--- src/rtl/softmax_engine_arbiter_if.sv ---
`default_nettype none
// +-----------------------------------------------------------------+
// | softmax_engine_arbiter_if: head requests, engine handshake and   |
// | arbiter status bundle.                    Revision: 1.0          |
// +-----------------------------------------------------------------+
interface softmax_engine_arbiter_if #(
  parameter int NUM_HEADS = 4
);
  localparam int HEAD_W = $clog2(NUM_HEADS);

  logic [NUM_HEADS-1:0] req;
  logic [NUM_HEADS-1:0] head_done;
  logic [NUM_HEADS-1:0] head_err;
  logic [HEAD_W-1:0]    sel_head;
  logic                 busy;
  logic                 eng_start;
  logic                 eng_done;
  logic                 eng_rst;
  logic [7:0]           err_count;

  modport master (
    input  req, eng_done,
    output head_done, head_err, sel_head, busy, eng_start, eng_rst, err_count
  );

  modport slave (
    output req, eng_done,
    input  head_done, head_err, sel_head, busy, eng_start, eng_rst, err_count
  );
endinterface
`default_nettype wire

--- src/rtl/softmax_engine_arbiter.sv ---
`default_nettype none
// +-----------------------------------------------------------------+
// | softmax_engine_arbiter: round-robin sharing of one softmax       |
// | engine between heads, with hung-engine watchdog. Revision: 1.0   |
// +-----------------------------------------------------------------+
module softmax_engine_arbiter #(
  parameter int NUM_HEADS      = 4,
  parameter int TIMEOUT_CYCLES = 16384
) (
  input  wire logic                clk,
  input  wire logic                rst,
  softmax_engine_arbiter_if.master bus
);
  localparam int HEAD_W = $clog2(NUM_HEADS);
  // A disabled watchdog still needs a legal one-bit counter.
  localparam int TMR_W  = (TIMEOUT_CYCLES > 0) ? $clog2(TIMEOUT_CYCLES + 1) : 1;
  localparam logic [TMR_W-1:0]  TMR_LAST = TMR_W'((TIMEOUT_CYCLES > 0) ? TIMEOUT_CYCLES - 1 : 0);
  localparam logic [HEAD_W:0]   NH       = (HEAD_W + 1)'(NUM_HEADS);

  typedef enum logic [2:0] {
    S_IDLE   = 3'd0,
    S_LAUNCH = 3'd1,
    S_BUSY   = 3'd2,
    S_FINISH = 3'd3,
    S_ERROR  = 3'd4
  } state_t;

  state_t               state_q, state_d;
  logic [HEAD_W-1:0]    rr_ptr_q, rr_ptr_d;
  logic [HEAD_W-1:0]    sel_head_q, sel_head_d;
  logic                 busy_q, busy_d;
  logic                 eng_start_q, eng_start_d;
  logic                 eng_rst_q, eng_rst_d;
  logic [NUM_HEADS-1:0] head_done_q, head_done_d;
  logic [NUM_HEADS-1:0] head_err_q, head_err_d;
  logic [7:0]           err_count_q, err_count_d;
  logic [TMR_W-1:0]     timer_q, timer_d;

  logic                 found;
  logic [HEAD_W-1:0]    pick;
  logic [HEAD_W:0]      idx;
  logic [HEAD_W:0]      ptr_inc;
  logic [HEAD_W-1:0]    next_ptr;
  logic [NUM_HEADS-1:0] sel_onehot;
  logic                 timeout_hit;

  // First requesting head at or after rr_ptr, wrapping modulo NUM_HEADS.
  always_comb begin
    found = 1'b0;
    pick  = '0;
    idx   = '0;
    for (int i = 0; i < NUM_HEADS; i++) begin
      idx = {1'b0, rr_ptr_q} + (HEAD_W + 1)'(i);
      if (idx >= NH) begin
        idx = idx - NH;
      end
      if (!found && bus.req[idx[HEAD_W-1:0]]) begin
        found = 1'b1;
        pick  = idx[HEAD_W-1:0];
      end
    end
  end

  assign ptr_inc     = {1'b0, sel_head_q} + 1'b1;
  assign next_ptr    = (ptr_inc == NH) ? '0 : ptr_inc[HEAD_W-1:0];
  assign sel_onehot  = {{(NUM_HEADS-1){1'b0}}, 1'b1} << sel_head_q;
  assign timeout_hit = (TIMEOUT_CYCLES != 0) && (timer_q == TMR_LAST);

  always_comb begin
    state_d     = state_q;
    rr_ptr_d    = rr_ptr_q;
    sel_head_d  = sel_head_q;
    busy_d      = busy_q;
    eng_start_d = 1'b0;
    eng_rst_d   = 1'b0;
    head_done_d = '0;
    head_err_d  = '0;
    err_count_d = err_count_q;
    timer_d     = timer_q;
    unique case (state_q)
      S_IDLE: begin
        if (found) begin
          sel_head_d  = pick;
          busy_d      = 1'b1;
          eng_start_d = 1'b1;
          state_d     = S_LAUNCH;
        end
      end
      S_LAUNCH: begin
        timer_d = '0;
        state_d = S_BUSY;
      end
      S_BUSY: begin
        timer_d = timer_q + 1'b1;
        // A done arriving on the last allowed cycle still counts as success.
        if (bus.eng_done) begin
          head_done_d = sel_onehot;
          state_d     = S_FINISH;
        end else if (timeout_hit) begin
          head_done_d = sel_onehot;
          head_err_d  = sel_onehot;
          eng_rst_d   = 1'b1;
          if (err_count_q != 8'hFF) begin
            err_count_d = err_count_q + 8'd1;
          end
          state_d     = S_ERROR;
        end
      end
      S_FINISH, S_ERROR: begin
        rr_ptr_d = next_ptr;
        busy_d   = 1'b0;
        state_d  = S_IDLE;
      end
      default: state_d = S_IDLE;
    endcase
  end

  always_ff @(posedge clk or posedge rst) begin
    if (rst) begin
      state_q     <= S_IDLE;
      rr_ptr_q    <= '0;
      sel_head_q  <= '0;
      busy_q      <= 1'b0;
      eng_start_q <= 1'b0;
      eng_rst_q   <= 1'b0;
      head_done_q <= '0;
      head_err_q  <= '0;
      err_count_q <= '0;
      timer_q     <= '0;
    end else begin
      state_q     <= state_d;
      rr_ptr_q    <= rr_ptr_d;
      sel_head_q  <= sel_head_d;
      busy_q      <= busy_d;
      eng_start_q <= eng_start_d;
      eng_rst_q   <= eng_rst_d;
      head_done_q <= head_done_d;
      head_err_q  <= head_err_d;
      err_count_q <= err_count_d;
      timer_q     <= timer_d;
    end
  end

  assign bus.head_done = head_done_q;
  assign bus.head_err  = head_err_q;
  assign bus.sel_head  = sel_head_q;
  assign bus.busy      = busy_q;
  assign bus.eng_start = eng_start_q;
  assign bus.eng_rst   = eng_rst_q;
  assign bus.err_count = err_count_q;
endmodule
`default_nettype wire

--- src/flat_wrapper.sv ---
// flat-port wrapper written by rule: the top's interface ports become plain ports
module softmax_engine_arbiter_flat 
#(
  parameter int NUM_HEADS      = 4,
  parameter int TIMEOUT_CYCLES = 16384
)
  (clk, rst, bus_req, bus_eng_done, bus_head_done, bus_head_err, bus_sel_head, bus_busy, bus_eng_start, bus_eng_rst, bus_err_count);
  softmax_engine_arbiter_if #(.NUM_HEADS(NUM_HEADS)) bus_i ();
  input  wire logic clk;
  input  wire logic rst;
  input wire logic [$bits(bus_i.req)-1:0] bus_req;
  input wire logic [$bits(bus_i.eng_done)-1:0] bus_eng_done;
  output wire logic [$bits(bus_i.head_done)-1:0] bus_head_done;
  output wire logic [$bits(bus_i.head_err)-1:0] bus_head_err;
  output wire logic [$bits(bus_i.sel_head)-1:0] bus_sel_head;
  output wire logic [$bits(bus_i.busy)-1:0] bus_busy;
  output wire logic [$bits(bus_i.eng_start)-1:0] bus_eng_start;
  output wire logic [$bits(bus_i.eng_rst)-1:0] bus_eng_rst;
  output wire logic [$bits(bus_i.err_count)-1:0] bus_err_count;
  assign bus_i.req = bus_req;
  assign bus_i.eng_done = bus_eng_done;
  assign bus_head_done = bus_i.head_done;
  assign bus_head_err = bus_i.head_err;
  assign bus_sel_head = bus_i.sel_head;
  assign bus_busy = bus_i.busy;
  assign bus_eng_start = bus_i.eng_start;
  assign bus_eng_rst = bus_i.eng_rst;
  assign bus_err_count = bus_i.err_count;
  softmax_engine_arbiter #(.NUM_HEADS(NUM_HEADS), .TIMEOUT_CYCLES(TIMEOUT_CYCLES)) u_core (.clk(clk), .rst(rst), .bus(bus_i));
endmodule
--- config.mk ---
export PLATFORM = sky130hd
export DESIGN_NAME = softmax_engine_arbiter_flat
export DESIGN_NICKNAME = d
export VERILOG_FILES = /design/src/rtl/softmax_engine_arbiter_if.sv /design/src/rtl/softmax_engine_arbiter.sv /design/src/flat_wrapper.sv
export SDC_FILE = /design/constraint.sdc
export NUM_CORES = 1
export LEC_CHECK = 0
export ABC_AREA = 1
export BUFFER_PORTS_ARGS = -buffer_cell sky130_fd_sc_hd__buf_2
export CORE_MARGIN = 5
export CORE_UTILIZATION = 57
export CTS_CLUSTER_SIZE = 40
export DETAILED_ROUTE_END_ITERATION = 12
export GPL_TIMING_DRIVEN = 0
export PLACE_DENSITY = 0.88
export SYNTH_ARGS = -nofsm -noshare
export SYNTH_HDL_FRONTEND = slang
export SYNTH_SLANG_ARGS = --single-unit
--- constraint.sdc ---
create_clock -name clk -period 1.61 [get_ports clk]
set_input_delay 0.2415 -clock clk [delete_from_list [all_inputs] [get_ports clk]]
set_output_delay 0.2415 -clock clk [all_outputs]
set_load 0.01 [all_outputs]
# == Yosys cells after proc, flatten, opt, wreduce, memory -nomap -nowiden ==
# Cells that the tools add are included.
# word_totals
regBits,41
latch_bits,0
ram_bits,0
rom_bits,0
out_inout_bits,21
n_memories,0
# classes
add_sub_neg,10
multipliers,0
div,0
magnitude_cmp,8
eq_ne,9
shift,1
n_mux,38
bitwise,1
n_reduce_logical,14
# ops
op,n
$pmux W15 S2,1
$mux W4,5
$mux W2,9
$add A15 B1 Y15 const B,1
$eq A15 B14 Y1 const B,1
$mux W1,14
$lt A2 B3 Y1 const B,4
$ge A3 B3 Y1 const B,3
$mux W3,3
$pmux W3 S3,1
$add A8 B1 Y8 const B,1
$bmux W1 S2,4
$ne A8 B8 Y1 const B,1
$sub A2 B1 Y2 const B,4
$add A2 B1 Y3 const B,2
$add A2 B2 Y3 const B,2
$eq A3 B2 Y1 const B,2
$eq A3 B3 Y1 const B,2
$reduce_and A2 Y1,3
$reduce_and A4 Y1,1
$reduce_bool A2 Y1,2
$shl A1 B2 Y4 const A,1
$eq A3 B1 Y1 const B,1
$ge A2 B3 Y1 const B,1
8 further kinds,12

# == Depth between registers and ports, before layout ==
# logic_depth
depth_word,16
ltp_mapped,11

# == Worst setup path after synthesis ==
# No wires, ideal clock.
# synth_path
path_kind,register to register
start,"register u_core.err_count_q[0], in the netlist u_core.bus.err_count[0]"
end,"register u_core.err_count_q[5], in the netlist u_core.bus.err_count[5]"
arrival_time_ns,1.346
t_required_ns,1.483
setup_slack_ns,0.137
path_stages_with_launch,9
path_buffers,0
synth_period_minus_slack_ns,1.473
cell_sequence,dfrtp_1 -> ha_1 -> nand3_1 -> nor3_2 -> nand3_1 -> nand3_2 -> inv_2 -> nand2_1 -> o21ai_0
# synth_between
elab_chain_cells,2
# synth_rtl
element,line,text
start: declaration,softmax_engine_arbiter.sv:36,"logic [7:0] err_count_q, err_count_d;"
start signal: assignment,softmax_engine_arbiter.sv:139,err_count_q <= err_count_d;
branches (longest 2 deep; another with $add A8 B1 Y8),--,
# Several ways; the timed one is not identified.
# A chain may end at the register's enable or synchronous reset.

# == Worst setup path after layout ==
# layout_path
start,register u_core.rr_ptr_q[1]
end,"register u_core.sel_head_q[0], in the netlist u_core.bus.sel_head[0]"
# layout_between
elab_chain_cells,15
# layout_rtl
element,line,text
start: declaration,softmax_engine_arbiter.sv:29,"logic [HEAD_W-1:0] rr_ptr_q, rr_ptr_d;"
start signal: assignment,softmax_engine_arbiter.sv:132,rr_ptr_q <= rr_ptr_d;
branches (longest 15 deep; another with $add A2 B1 Y3),--,
end signal: assignment,softmax_engine_arbiter.sv:133,sel_head_q <= sel_head_d;
end: declaration,softmax_engine_arbiter.sv:30,"logic [HEAD_W-1:0] sel_head_q, sel_head_d;"
# Several ways; the timed one is not identified. The select of a mux whose other input is x is not followed.

==> impl_metrics.json <==
{
  "status": "finished clean",
  "nets": 330,
  "antenna_found_initial": 0,
  "ant_nets": 0,
  "finalInstanceArea_mm2": 0.002658,
  "ys_types": 26,
  "critPathMaxStageDelay_ps": 490,
  "pwr-share-clk_pct": 23.2,
  "chipWidth_um": 71.79,
  "syn_nets": 284,
  "hold_violations": 0,
  "seqCellArea_mm2": 0.001028,
  "fin_cells": 366,
  "fillers": 261,
  "path_common_cell": "nand2_1",
  "synth.avg_cell_area_um2": 8.029,
  "core_mm2": 0.003689,
  "grt_overflow": 0,
  "power.leakage_uw": 0.001365,
  "rsz0062_at_grt": "true",
  "htreeDepth": 2,
  "final.min_clock_period_ps": 1587,
  "grt_pass1_wl_um": 7741,
  "rows": 22,
  "cp_num_buf_inv": 2,
  "syn_area_mm2": 0.002176,
  "ctsHoldBuffers": 0,
  "die_h_um": 71.79,
  "p_switching_uw": 1522,
  "hpwl_um": 3212,
  "multiInputGateArea_mm2": 0.001044,
  "cts_made_buffers": 5,
  "grt_pass1_vias": 1806,
  "skew_ps": 9.725,
  "cts-root-buf": "clkbuf_8",
  "slew_headroom_pct": 43.94,
  "track_usage_pct": 18.82,
  "setup_violations": 0,
  "pwr-share-comb_pct": 41.5,
  "dieArea_mm2": 0.005153,
  "grt_max_degree": 42,
  "power_uw": 3765,
  "io_buffers": 27,
  "viasPerCell": 5.262,
  "synthesis.instances": 271,
  "slew_viol_final": 0,
  "io_pins": 28,
  "area_growth_pct": 22.14,
  "cts_tree": "yes",
  "dpl.cell_count": 346,
  "hold_class": "in2async",
  "yosysSeqAreaShare_pct": 47.15,
  "path_cells": "inv_2 -> nand2_1 -> nand2_1 -> nand2_1 -> nand2_2 -> nor2_4 -> nand3_4 -> nand2_4 -> inv_2 -> nand3_1 -> nand2_1",
  "wl_um": 4897,
  "worst_pin_slew_ps": 839.7,
  "gp_congestion": 0.8225,
  "cpLargestDelayFamily": "simple AND/OR/NAND/NOR gates",
  "clock_path_buffers": 2,
  "p_int_uw": 2243,
  "avgRoutedWirePerCell_um": 13.38,
  "setup_tns_ps": 0,
  "clkLatencyLatePin_ps": 290,
  "initial_core_util_pct": 58.99,
  "drive_above_1_share_pct": 26.42,
  "synth_seq_cells": 41,
  "crit_type": "reg2reg",
  "startpoint_type": "flip-flop",
  "whs_ps": 111.2,
  "fmax_mhz": 629.9,
  "path_clk_slew_ps": 80,
  "cts.sinks": 41,
  "critPathSlowestCell": "dfrtp_1",
  "path_max_fanout": 6,
  "vdd_drop_max_uv": 1153,
  "maxCapViolCount": 0,
  "ys_warn_count": 0,
  "drt_pass1_iterations": 4,
  "placed_area_mm2": 0.002371,
  "vias": 1926,
  "cp.required_ps": 1790,
  "drc": 0,
  "drt_first_iter_violations": 123,
  "cellPowerDensity_mw_per_mm2": 1417,
  "worst_ep_arrival_time_ps": 1760,
  "min_period_over_period_pct": 98.60,
  "cp-end-kind": "flip-flop",
  "swShare_pct": 40.43,
  "seq_power_share_pct": 35.3,
  "antenna_cells": 0
}
-- metal layers --
metal / global-route usage [%] / share of wire [%] / vias up
li1: - / - / 956
met1: 21.81 / 40 / 915
met2: 33.67 / 54 / 49
met3: 3.787 / 3.7 / 6
met4: 7.724 / 1.6 / 0
met5: 0 / 0 / -
-- path summary, 6_finish.rpt --
check                                          endpoint  slack [ps]  cells past startpoint                from
worst max-delay path             u_core.bus.sel_head[0]          20                     11  u_core.rr_ptr_q[1]
worst min-delay path                  u_core.timer_q[0]         110                      2                 rst
worst max register to register   u_core.bus.sel_head[0]          20                     11  u_core.rr_ptr_q[1]
worst min register to register        u_core.timer_q[3]         490                      1   u_core.timer_q[3]
max in group asynchronous       u_core.bus.err_count[1]         920                      2                 rst
min in group clk                      u_core.state_q[1]         250                      3        bus_eng_done
-- repair_timing --
item | in CTS | in global routing
cloned | 0 | 1
resized for setup | 2 | 20
pin swaps | 1 | 6
setup endpoints to repair | 7 | 19
setup buffers | 3 | 8
-- layout make-up --
type | count | share of cell area, %
Timing Repair Buffer | 39 | 8.380
Sequential cell | 41 | 38.70
Clock inverter | 2 | 1.412
Multi-Input combinational cell | 184 | 39.27
Inverter | 44 | 6.309
Tap cell | 48 | 2.260
Buffer | 2 | 0.5650
Clock buffer | 6 | 3.107
-- flip-flops by register name (all words and copies together), names as in the netlist --
name / cells
u_core.bus.busy: 1
u_core.bus.eng_rst: 1
u_core.bus.eng_start: 1
u_core.bus.err_count: 8
u_core.bus.head_done: 4
u_core.bus.head_err: 4
u_core.bus.sel_head: 2
u_core.rr_ptr_q: 2
u_core.state_q: 3
u_core.timer_q: 15
-- power by group through the flow --
| stage | registers, uW | clock network [uW] | logic, uW |
|---|---|---|---|
| global route | 1340 | 915 | 1750 |
| detailed placement | 1340 | 0 | 1290 |
| floorplan | 1340 | 0 | 975 |
| global placement | 1330 | 0 | 1250 |
| CTS | 1310 | 880 | 1330 |
| finish | 1330 | 873 | 1560 |
-- cells by family (layout without fill, tap and decap cells) --
family | count (synthesis) | after routing | share of synthesized area, %
adders and majority gates | 6 | 6 | 3.450
buffers and inverters | 46 | 93 | 8.280
DFF | 41 | 41 | 47.15
AOI/OAI and AO/OA | 38 | 38 | 9.315
xor gates and xnor gates | 8 | 8 | 3.220
and+or+nand+nor | 132 | 132 | 28.58
-- cell usage after synthesis --
master | instances | share of area, %
nor2_4 | 2 | 1.0
nor3_1 | 7 | 1.6
o21a_1 | 1 | 0.35
nor3_2 | 2 | 0.92
a21oi_1 | 8 | 1.8
nand2_2 | 8 | 2.3
nor2_2 | 3 | 0.86
buf_1 | 1 | 0.17
nand3_1 | 26 | 6.0
o22ai_1 | 2 | 0.57
dfrtp_1 | 41 | 47
o211ai_1 | 1 | 0.35
o31ai_1 | 2 | 0.69
nor2_1 | 15 | 2.6
xor2_1 | 4 | 1.6
clkinv_1 | 2 | 0.35
nand2_1 | 63 | 11
inv_2 | 5 | 0.86
ha_1 | 6 | 3.5
nand4_1 | 2 | 0.57
nand3_2 | 4 | 1.8
xnor2_1 | 4 | 1.6
o21ai_0 | 19 | 4.4
inv_1 | 37 | 6.4
buf_6 | 1 | 0.52
o21ai_1 | 5 | 1.1
-- metrics by stage --
| step | utilization [%] | worst slack (ps) |
|---|---|---|
| 6_report | 72.05 | 22.53 |
| 5_1_grt | 72.05 | -85.46 |
| 4_1_cts | 68.42 | -12.45 |
| 3_5_place_dp | 64.28 | -21.09 |
| 3_3_place_gp | 64.28 | -96.88 |
| 2_1_floorplan | - | 136.8 |
-- cells in the final DEF (no fill, tap or decap), drive strengths merged --
cell type  Yosys  final
a21oi          8      8
buf            2     41
bufinv         0      1
clkbuf         0      6
clkinv         2      1
clkinvlp       0      1
dfrtp         41     41
ha             6      6
inv           42     43
nand2         71     71
nand3         30     30
nand4          2      2
nor2          20     20
nor3           9      9
o211ai         1      1
o21a           1      1
o21ai         24     24
o22ai          2      2
o31ai          2      2
xnor2          4      4
xor2           4      4
Power figures use the tool's default switching activity.
